**src/rtl/fetch_pc_unit_pkg.sv**
```systemverilog
// Shared definitions for the fetch/PC stage: FSM encodings, reset vector,
// sequential step and core-wide widths.
package fetch_pc_unit_pkg;

  localparam int ADDR_WIDTH_32 = 32;
  localparam int DATA_WIDTH_32 = 32;

  localparam int          PC_STEP      = 4;
  localparam logic [31:0] RESET_VECTOR = 32'h0000_0000;

  typedef enum logic [1:0] {
    FETCH_BOOT   = 2'd0,
    FETCH_RUN    = 2'd1,
    FETCH_HALTED = 2'd2,
    FETCH_TRAP   = 2'd3
  } fetch_state_e;

  function automatic logic is_word_aligned(input logic [1:0] lsbs);
    return lsbs == 2'b00;
  endfunction

endpackage

```
**src/rtl/fetch_pc_unit_next_pc_sel.sv**
```systemverilog
// Next-PC selection: jump > branch > sequential, plus the alignment check
// on whichever redirect target is actually selected.
module next_pc_sel #(
  parameter int ADDR_WIDTH = 32,
  parameter int PC_STEP    = 4
) (
  input  logic [ADDR_WIDTH-1:0] pc,
  input  logic                  jump,
  input  logic [ADDR_WIDTH-1:0] jump_target,
  input  logic                  branch_taken,
  input  logic [ADDR_WIDTH-1:0] branch_target,
  output logic [ADDR_WIDTH-1:0] seq_pc,
  output logic [ADDR_WIDTH-1:0] next_pc,
  output logic                  target_misaligned
);
  import fetch_pc_unit_pkg::*;

  // Sequential step wraps modulo 2^ADDR_WIDTH by plain truncation.
  assign seq_pc = pc + ADDR_WIDTH'(PC_STEP);

  // NOTE: every output of a combinational block gets a default first, so no
  // path through the if/else leaves it unassigned and a latch is inferred.
  always_comb begin
    next_pc           = seq_pc;
    target_misaligned = 1'b0;
    if (jump) begin
      next_pc           = jump_target;
      target_misaligned = !is_word_aligned(jump_target[1:0]);
    end else if (branch_taken) begin
      next_pc           = branch_target;
      target_misaligned = !is_word_aligned(branch_target[1:0]);
    end
  end

endmodule

```
**src/rtl/fetch_pc_unit.sv**
```systemverilog
// PC register and fetch-control FSM (BOOT/RUN/HALTED/TRAP) driving the
// instruction ROM address every cycle.
module fetch_pc_unit #(
  parameter int                   ADDR_WIDTH   = 32,
  parameter logic [ADDR_WIDTH-1:0] RESET_VECTOR = ADDR_WIDTH'(fetch_pc_unit_pkg::RESET_VECTOR),
  parameter int                   PC_STEP      = 4
) (
  input  logic                  clk,
  input  logic                  rst,
  input  logic                  stall,
  input  logic                  branch_taken,
  input  logic [ADDR_WIDTH-1:0] branch_target,
  input  logic                  jump,
  input  logic [ADDR_WIDTH-1:0] jump_target,
  input  logic                  halt_req,
  input  logic                  resume,
  output logic [ADDR_WIDTH-1:0] pc,
  output logic [ADDR_WIDTH-1:0] pc_plus4,
  output logic                  fetch_valid,
  output logic                  misaligned,
  output logic [1:0]            state
);
  import fetch_pc_unit_pkg::*;

  fetch_state_e          state_q, state_d;
  logic [ADDR_WIDTH-1:0] pc_q, pc_d;
  logic                  mis_q, mis_d;
  logic [ADDR_WIDTH-1:0] sel_pc;
  logic                  target_misaligned;

  next_pc_sel #(
    .ADDR_WIDTH (ADDR_WIDTH),
    .PC_STEP    (PC_STEP)
  ) u_next_pc_sel (
    .pc                (pc_q),
    .jump              (jump),
    .jump_target       (jump_target),
    .branch_taken      (branch_taken),
    .branch_target     (branch_target),
    .seq_pc            (pc_plus4),
    .next_pc           (sel_pc),
    .target_misaligned (target_misaligned)
  );

  always_comb begin
    state_d     = state_q;
    pc_d        = pc_q;
    mis_d       = mis_q;
    fetch_valid = 1'b0;
    unique case (state_q)
      FETCH_BOOT: state_d = FETCH_RUN;
      FETCH_RUN: begin
        fetch_valid = !stall;
        // A stalled cycle drops every redirect and halt; upstream re-presents them.
        if (!stall) begin
          if (target_misaligned) begin
            mis_d   = 1'b1;
            state_d = FETCH_TRAP;
          end else begin
            pc_d = sel_pc;
            if (halt_req) state_d = FETCH_HALTED;
          end
        end
      end
      FETCH_HALTED: if (resume) state_d = FETCH_RUN;
      FETCH_TRAP: begin
        // Recovery skips the faulting instruction.
        if (resume) begin
          mis_d   = 1'b0;
          pc_d    = pc_plus4;
          state_d = FETCH_RUN;
        end
      end
      default: state_d = FETCH_BOOT;
    endcase
  end

  // NOTE: state registers use non-blocking assignments so every flop samples
  // the pre-edge values, independent of statement order.
  always_ff @(posedge clk) begin
    if (rst) begin
      state_q <= FETCH_BOOT;
      pc_q    <= RESET_VECTOR;
      mis_q   <= 1'b0;
    end else begin
      state_q <= state_d;
      pc_q    <= pc_d;
      mis_q   <= mis_d;
    end
  end

  assign pc         = pc_q;
  assign misaligned = mis_q;
  assign state      = state_q;

endmodule
```
**config.mk**
```make
export PLATFORM = sky130hd
export DESIGN_NAME = fetch_pc_unit
export DESIGN_NICKNAME = d
export VERILOG_FILES = /design/src/rtl/fetch_pc_unit_pkg.sv /design/src/rtl/fetch_pc_unit_next_pc_sel.sv /design/src/rtl/fetch_pc_unit.sv
export SDC_FILE = /design/constraint.sdc
export NUM_CORES = 1
export LEC_CHECK = 0
export ABC_AREA = 1
export ABC_CLOCK_PERIOD_IN_PS = 2300
export CAP_MARGIN = 20
export CORE_MARGIN = 5
export CORE_UTILIZATION = 35
export DETAILED_ROUTE_END_ITERATION = 6
export DONT_BUFFER_PORTS = 1
export GPL_ROUTABILITY_DRIVEN = 0
export PLACE_DENSITY = 0.53
export SLEW_MARGIN = 20
export SYNTH_ARGS = -nofsm -noshare
export SYNTH_HDL_FRONTEND = slang
export SYNTH_HIERARCHICAL = 1
export SYNTH_SLANG_ARGS = --single-unit
```
**constraint.sdc**
```tcl
create_clock -name clk -period 2.3 [get_ports clk]
set_input_delay 0.345 -clock clk [delete_from_list [all_inputs] [get_ports clk]]
set_output_delay 0.345 -clock clk [all_outputs]
set_load 0.1 [all_outputs]
```
==> impl_summary.md, run 1 <==
Worst setup path
The data arrival time of the worst path is 1900 ps. The required time reported for the critical path endpoint is 1960 ps. Walking the worst path, the cells encountered are clkinvlp_4, nor2_4, nand2_4, nor2_4, nand2_1, nand2_4, buf_4. The setup slack of the worst register-to-register path is 350 ps.

The worst setup path is launched from a register. The largest incremental delay on the critical path is 380 ps. On the critical path, the stage with the largest delay is an instance of dfxtp_4. The type of destination of the critical path is a primary output. The top fanout value on the critical path is 6. The type of the worst setup path is register to primary output. For the worst flop-to-flop path, the logic depth is 15.

Yosys
The netlist area before placement is 3724 um2. After synthesis, the share of flip-flops with an asynchronous set or reset is 0%. Synthesis inferred 35 register bits.

After synthesis, flip-flops and latches occupy 18.82% of the total area. The cell count after synthesis is 726. For this run, the number of Yosys warnings is 6.

Counting every net in the synthesized netlist gives 798. The top flip-flop cell by instance count after synthesis is dfxtp_1. By area the synthesized netlist is led by nand2_1, dfxtp_1, nor2_1. The library cell with the highest instance count after synthesis is nand2_1. The share of the synthesized area in the top cell type is 30.24%. Ranked by instance count, the synthesized netlist is headed by nand2_1, nor2_1, inv_1. The synthesized design contains 0 enable-type register cells. The count of unique library cells instantiated by Yosys is 29.

The post-synthesis area per instance is 5.129 um2. The biggest area contributor in the post-synthesis netlist is nand2_1.

Die
The core region is 10370 um2. The die span in y is 113.1 um. 139 I/O pins were placed. The die is 113.1 um wide.

For this configuration, the core starts out at a cell density of 35.91%. The die footprint is 12800 um2. The cell row count is 37.

STA
The number of slew-limit violations in the final report is 0. Setup violations remaining at the end of the flow were counted as 0. The count of final hold-check violations is 0. After layout, the worst path uses 97.59% of the clock period.

Static timing analysis puts the maximum clock frequency at 445.5 MHz. For the pin with the worst max-slew slack, the measured transition is 596.7 ps. Summed over all failing endpoints, the final setup total negative slack is 0 ps. The clock period could shrink to 2244 ps. The worst pin sits at a relative slew slack of 60.22%. Setup repair after global routing could not meet its margin everywhere. The clock tree skew after final layout is 9.028 ps.

Route
The sum of routed wire length over all layers is 12870 um. The residual antenna-violating net count after detailed routing is 0. In this run, the number of DRC markers left after iteration 0 of detailed routing was 235. The final routed wire length divided by cell count is 14.14 um.

The number of vias after detailed routing is 4367. The vias per cell is 4.799. The count of TritonRoute iterations in the first routing pass is 5. For this run, design rule violations remaining after detail routing come to 0.

Final layout
The number of antenna diodes in the final layout is 0. The number of nets at the end of the flow is 845. The area growth from synthesis to final layout is 35.85%. The proportion of layout cells with a drive suffix above 1 is 24.81%.

The post-layout instance count excluding filler cells is 910. The core utilization of the finished layout is 48.78%.

Clock network
For the worst-skew pair, the clock arrives at the later sink with an insertion delay of 290 ps. In this run, CTS created clock tree buffers numbering 5. The H-tree was split into 2 levels. The clock root buffer is clkbuf_8. Buffers inserted to repair hold after CTS numbered 0. For this design, the sink count on the clock tree is 35. The clock edge transition at the registers on the reported setup and hold paths is 70 ps. The clock tree from TritonCTS is done. The buffer levels on the longest clock path is 2.

Global routing
Summed over all layers, the global routing overflow is 0. The first global-routing pass estimated 20600 um of wire. The pin count of the biggest net entering global routing is 65. The overall track demand over capacity in global routing is 19.53%. The initial antenna violation count is 0.

The via count of the first global-routing pass is 4078.

Worst hold path
The class of the tightest hold or removal check is input pin to register. The worst hold path depth is 1.

Place
After detailed placement, the design holds a cell count of 901. After legalization and detailed placement, the total HPWL measured 9767 um. In this run the tool buffered the top-level ports with 0 buffer cells.

Power and ir drop
For this design the ratio of total power to cell area is 727.1 nW/um2. In this run the static leakage power is 2.358 nW. The peak supply drop is 477.1 uV.

Outcome
The flow ran to the end, and the final reports show no timing, DRC or antenna violations.

Job
Max-cap violations in this run came to 0.
## through the flow
stage                     hold WS [ps]  instance area [um2]  power, mW  setup WS (ps)
after floorplan                  406.7                 4163      2.703         -511.6
after global placement           409.6                 4850      3.150          304.3
after detailed placement         414.4                 4850      3.166          283.2
after CTS                        108.0                 4952      3.689         0.5391
after global routing             104.0                 5059      3.878         -16.38
final                            117.2                 5059      3.678          55.54
## cells by family after synthesis
family,Yosys count,share of synthesized area [%]
AO/OA/AOI/OAI,43,6.082
XOR/XNOR,7,1.647
adder cells (fa/ha/maj),1,0.3360
buffers and inverters,111,14.52
flip-flops,35,18.82
AND/OR/NAND/NOR,529,58.60
## cell usage in the layout, fill, tap and decap left out, types with 7 or more instances in the layout
master    instances
nand2_1         270
nor2_1          139
inv_1            72
buf_4            53
nand3_1          49
a21oi_1          31
dfxtp_2          29
buf_12           18
nand3_2          15
nand2_4          14
nand2_2          12
nor2_4            9
nand2_8           9
clkbuf_8          7
## cell type report
class	count	area, um2
Sequential cell	35	748.2
Clock inverter	1	6.256
Tap cell	136	170.2
Inverter	76	292.8
Timing Repair Buffer	75	803.3
Clock buffer	7	96.34
Fill cell	1134	5311
Multi-Input combinational cell	580	2942
## sequential cells by signal, indices dropped and copies added (netlist names)
name / count
pc: 32
misaligned: 1
state: 2
## layer usage
metal | GRT usage [%] | wire length [um] | vias to the layer above
li1 | - | - | 2298
met2 | 32.07 | 5938 | 136
met3 | 4.920 | 1024 | 12
met5 | 0 | 0 | -
met4 | 5.929 | 226 | 0
met1 | 25.19 | 5678 | 1921
## critical path, delay by kind of cell (launching register included)
kind,cells,cell delay (ps)
simple gates,5,830
buf+inv,2,400
flops,1,380
## power by group
| group | internal [mW] | switching [mW] | total (mW) | leakage, nW |
|---|---|---|---|---|
| Sequential | 0.705 | 0.110 | 0.815 | 0.301 |
| Combinational | 0.585 | 1.77 | 2.35 | 2.00 |
| Clock | 0.274 | 0.237 | 0.510 | 0.0548 |
## worst paths after layout
| check | from | to |
|---|---|---|
| min reg2reg | pc[0] | pc[0] |
| min | rst | state[1] |
| max reg2reg | pc[2] | pc[23] |
| max | pc[2] | pc_plus4[17] |
## timing repair
action                                  4_1_cts  5_1_grt
endpoints found under the setup margin        1       15
resized for setup                             1       26
cloned                                        0        0
endpoints found under the hold margin         0        0
pin swaps                                     0        6
buffers inserted                              0        1
Note: power is estimated with default switching activity, not from simulation.
==> run 2: changes to the inputs <==
- CORE_UTILIZATION: 35 -> 45
- PLACE_DENSITY: 0.53 -> 0.64
==> impl_summary.md, run 2 (synthesized netlist as in run 1, its figures left out) <==
Clock network
The cell sitting at the root of the clock tree is a clkbuf_8. The insertion delay of the later-clocked pin in the worst-skew pair is 290 ps. The cts-stage hold buffer count is 0. The buffer levels on the longest clock path is 2. Clock-pin slew was measured on the worst setup and hold paths at 70 ps. The tree built by TritonCTS fans out to 35 sinks.

The H-tree was split into 2 levels. The clock tree from TritonCTS is done. The CTS buffer count is 5.

Power and ir drop
The ratio of total power to cell area is 722.8 nW/um2. The completed layout was analyzed and its total power is 3.618 mW. The leakage dissipation is 2.375 nW. The peak supply drop is 437.6 uV.

Route
The pre-antenna-repair detailed-routing pass consisted of 5 iterations. The detail route stage leaves a number of antenna-violating nets equal to 0. The vias per cell is 4.955. The number of DRC violations after detailed-routing iteration 0 is 183.

For this block, the via count after detailed routing is 4380. The final routed wire length divided by cell count is 13.65 um. The sum of routed wire length over all layers is 12060 um. The remaining design rule violation count is 0.

Global routing
The via count of the first global-routing pass is 4051. The initial antenna violation count is 0. After global routing the overflow that remains totals 0. The first-pass GRT wire length is 19520 um. Global routing consumed, over all layers together, 23.29% of the routing resources. Entering global routing, the biggest net connects 49 pins.

Worst setup path
Along the worst path, the maximum fanout reaches 4. The worst setup path is launched from a register. The origin of the worst setup path is pc[2]. The type of the worst setup path is register to primary output. At the worst endpoint, the required time is 1960 ps.

Counting cells, the worst reg-to-reg path comes to 14. The critical path ends at pc_plus4[12]. The data arrival time of the worst path is 1900 ps.

The start of the worst register-to-register path is pc[2]. The type of destination of the critical path is a primary output. The setup slack of the worst register-to-register path is 300 ps. The endpoint of the worst register-to-register path is pc[20].

Die
During I/O placement, the number of pins put on the boundary was 139. The die footprint is 10190 um2. The floorplan step set the die width to 101.0 um. The core area is 8134 um2. After floorplanning, the core was divided into 33 placement rows. The initial utilization of the core area, before any placement, comes to 45.78%.

The die span in y is 101.0 um.

Final layout
The number of inserted diodes is 0. The number of nets at the end of the flow is 850. The core utilization of the finished layout is 61.53%. The number of flip-flops under the largest register name is 32.

The area growth from synthesis to final layout is 34.41%. Leaving out fill and tap cells, the most frequent cell in the layout is nand2_1. The multi-input combinational cells in the finished layout cover a total of 2910 um2. The cell area after layout is 5005 um2.

In the final layout, flip-flops and latches occupy 748.2 um2. In the layout the commonest cells are nand2_1, nor2_1, inv_1, buf_4, nand3_1. The count of fill cells added during filler insertion is 805.

The proportion of layout cells with a drive suffix above 1 is 24.39%.

Outcome
The run finished with clean final reports.

Job
Max-cap violations in this run came to 0.

STA
The post-layout minimum cycle time is 2241 ps. Setup repair after global routing could not meet its margin everywhere. Across the routed clock network, the largest skew measured is 16.42 ps. The number of slew-limit violations in the final report was 0. In the post-route analysis, the smallest setup slack over all paths is 59.17 ps. The setup violation total in the final timing report is 0. The final-layout worst hold slack is 118.4 ps. The final critical path takes up 97.43% of the cycle. The highest clock rate is 446.3 MHz. The count of final hold-check violations is 0. The pin slew with the least headroom to its limit is 580.7 ps. Measured against its own limit, the worst slew margin works out to 61.19%.

Place
The number of buffers inserted by port buffering is 0. In this run the cell area measured after placement is 4846 um2. The half-perimeter wire length of the detailed placement result is 9520 um. The post-placement worst setup slack is 237.6 ps.

Worst hold path
The min-delay analysis places its worst path in the category input pin to register.
[run 2: changes by cell type in the layout (fill, tap and decap cells not counted), sizes merged]
cell  change
buf       +5
[run 2: stage by stage]
| step | setup TNS, ps | std cells |
|---|---|---|
| 2_1_floorplan | -6877 | 726 |
| 3_3_place_gp | 0 | 873 |
| 3_5_place_dp | 0 | 873 |
| 4_1_cts | -2.108 | 881 |
| 5_1_grt | -42.25 | 884 |
| 6_report | 0 | 884 |
[run 2: per-layer routing]
metal  track usage, %  wire, um
met1            29.99      5340
met3            5.398       931
met2            39.65      5674
met5                0         0
met4            4.908       116
[run 2: timing repair]
item | CTS | global route
buffers inserted | 0 | 3
pin swaps | 0 | 4
resized for setup | 1 | 16
cloned | 0 | 0
endpoints found under the setup margin | 2 | 13
[run 2: worst min path at each step]
stage          from  endpoint  slack, ps  cells after the start
2_1_floorplan   rst  state[0]        410                      1
3_3_place_gp    rst  state[0]        410                      1
3_5_place_dp    rst  state[0]        410                      1
4_1_cts         rst  state[0]        110                      1
5_1_grt         rst  state[0]        110                      1
6_report        rst  state[0]        120                      1
[run 2: critical path, cell delays in order (launching register included)]
cell and delay [ps]:
dfxtp_4 370, ha_2 200, nand2_2 70, nor2_4 170
nand3b_1 220, or2_1 300, nand2_2 110, buf_12 180
[run 2: layout make-up]
class                      instances  share of cell area (%)
multi-input combinational        580                   58.15
clock buffer                       7                   1.525
timing repair buffer              80                   16.80
tap                              105                   2.625
clock inverter                     1                  0.1000
sequential                        35                   14.95
inverter                          76                   5.850
[run 2: power by group]
group          switching, mW  internal [mW]  total, mW  leakage, nW
combinational           1.80          0.587       2.38         2.03
clock                  0.244          0.213      0.458       0.0422
sequential            0.0736          0.704      0.778        0.301
total                   2.11           1.50       3.62         2.38
==> run 3: changes to the inputs <==
- GPL_TIMING_DRIVEN: not set -> 0
==> impl_summary.md, run 3 (synthesized netlist as in run 1, its figures left out) <==
Worst setup path
The cell with the largest stage delay on the worst path is dfxtp_4. The type of destination of the critical path is a primary output. The signal on the critical path passes through clkinvlp_4, nor2_4, buf_6, buf_4, nand3b_1, buf_4, nor2_2, nand2_2, nand2_8. The data arrival time of the worst path is 2670 ps.

Among cell families on the critical path, the largest total delay comes from buffers and inverters. The startpoint class of the critical path is a register. The start of the worst register-to-register path is pc[2]. The most repeated library cell on the critical path is buf_4. At the worst endpoint, the required time is 1960 ps. The worst setup path is of the register to primary output kind. For this run, the slowest stage of the critical path takes 570 ps. Along the worst path, the maximum fanout reaches 4. Together, buffers and inverters on the worst path number 4. Tracing the worst setup path back leads to its startpoint at pc[2].

STA
Subtracting the final worst setup slack from the clock period gives 3012 ps. Based on the critical path, the design can be clocked at up to 332.0 MHz. The count of final hold-check violations is 0. Between clock sinks in the finished design, the worst skew comes to 6.411 ps. The setup slack of the critical path after layout is -712.2 ps. The final-layout worst hold slack is 102.3 ps. Setup violations remaining at the end of the flow were counted as 54.

Setup repair after global routing could not meet its margin everywhere. The worst slew slack as a fraction of its limit is 27.26%. The number of slew-limit violations in the final report is 0. The pin slew with the least headroom to its limit is 1090 ps. After layout, the worst path uses 131.0% of the clock period. For the final routed database, the setup TNS stands at -21710 ps.

Clock network
The clock edge transition at the registers on the reported setup and hold paths is 80 ps. The longest clock path from root to sink contains 2 buffers. The H-tree was split into 2 levels.

The later pin in the worst-skew pair is clocked with a latency of 290 ps. The TritonCTS sink count is 35. The CTS buffer count is 5. The cts-stage hold buffer count is 0. The clock root buffer is clkbuf_8. TritonCTS built the clock tree.

Die
The x dimension of the die is 101.0 um. The core area is 8134 um2. The floorplan step defined a die boundary enclosing 10190 um2. The die span in y is 101.0 um. For this configuration, the core starts out at a cell density of 45.78%. The cell row count is 33. 139 I/O pins were placed.

Route
The vias per cell is 5.124. The final routed wire length divided by cell count is 15.27 um. The residual antenna-violating net count after detailed routing is 0. Summed over all layers, the routed wires come to 13010 um. In the routed design, unresolved DRC markers number 0.

The number of DRC violations after detailed-routing iteration 0 is 200. Summing over every cut layer, the via total after detailed routing is 4366. The count of TritonRoute iterations in the first routing pass is 5.

Final layout
The register with the most flip-flops in the layout has 32 of them. 0 antenna diodes ended up in the layout. The top cell types in the final layout, fill and taps aside, are nand2_1, nor2_1, inv_1, nand3_1, a21oi_1. The final layout contains 818 nets. The core utilization of the finished layout is 60.02%. The count of fill cells added during filler insertion is 824. The proportion of layout cells with a drive suffix above 1 is 25.17%. With fillers left out, the area of the finished cells amounts to 4882 um2. The register area is 755.7 um2.

In the final layout, the multi-input gates occupy 3216 um2. Leaving out fill and tap cells, the most frequent cell in the layout is nand2_1. The area growth from synthesis to final layout is 31.12%.

Global routing
The total overflow left after global routing is 0. The overall track demand over capacity in global routing is 25.42%. The first-pass GRT wire length is 20830 um.

Entering global routing, the biggest net connects 11 pins. The via count of the first global-routing pass is 4191. The initial antenna violation count is 0.

Outcome
The flow ran to the end, but the final reports show violations. The final reports fail on setup timing.

Power and ir drop
Dividing total power by cell area gives a power density of 706.4 nW/um2. Across the VDD grid, the largest voltage drop is 451.5 uV. The overall power of the completed layout is 3.449 mW. In this run the static leakage power is 2.166 nW.

Worst hold path
The origin of the worst min-delay path is rst. The class of the tightest hold or removal check is input pin to register.

Place
In this run the tool buffered the top-level ports with 0 buffer cells. Detailed placement finished with a half-perimeter wire length of 9957 um. The placed instances occupy a cell area of 4294 um2.

Job
The total of max-cap violations is 0.
-- run 3: changes by cell type in the layout (fill, tap and decap cells not counted), moves of 8 or more --
cell | previous run | this run
buf_4 | 58 | 12
buf_12 | 18 | 1
nand2_1 | 271 | 258
buf_2 | 0 | 10
buf_6 | 4 | 14
nand2_8 | 9 | 17
-- run 3: worst paths after layout --
path / to / cells after the start / slack, ps
setup / recovery: pc_plus4[19] / 9 / -710
hold / removal: state[0] / 1 / 100
setup reg to reg: pc[5] / 14 / -700
hold reg to reg: pc[3] / 2 / 670
-- run 3: what timing repair did --
item	in CTS	in global routing
pin swaps	16	34
resized for setup	40	54
hold endpoints to repair	0	0
setup endpoints to repair	55	57
buffers inserted	4	9
-- run 3: through the flow --
step | setup slack, ps | instances
6_report | -712.2 | 852
3_3_place_gp | -702.5 | 831
3_5_place_dp | -769.2 | 831
4_1_cts | -698.5 | 843
2_1_floorplan | -511.6 | 726
5_1_grt | -855.9 | 852
-- run 3: metal layers --
layer	GRT usage (%)	part of all wire [%]	wire [um]
met3	6.298	9.3	1213
met1	32.37	43	5539
met2	42.78	47	6116
met4	6.748	1.1	140
met5	0	0	0
-- run 3: area by class of cell --
type	instances	share of cell area, %
plain buffers	35	5.305
clock buffers	8	1.640
inverters	76	6.151
multi-input cells	580	65.86
flip-flops and latches	35	15.48
well taps	105	2.691
repair buffers	13	2.870
-- run 3: power breakdown --
group	internal [mW]	leakage (nW)	switching [mW]	total, mW
sequential	0.704	0.301	0.738	1.44
clock	0.216	0.0395	0.243	0.459
combinational	0.379	1.83	1.17	1.55
total	1.30	2.17	2.15	3.45
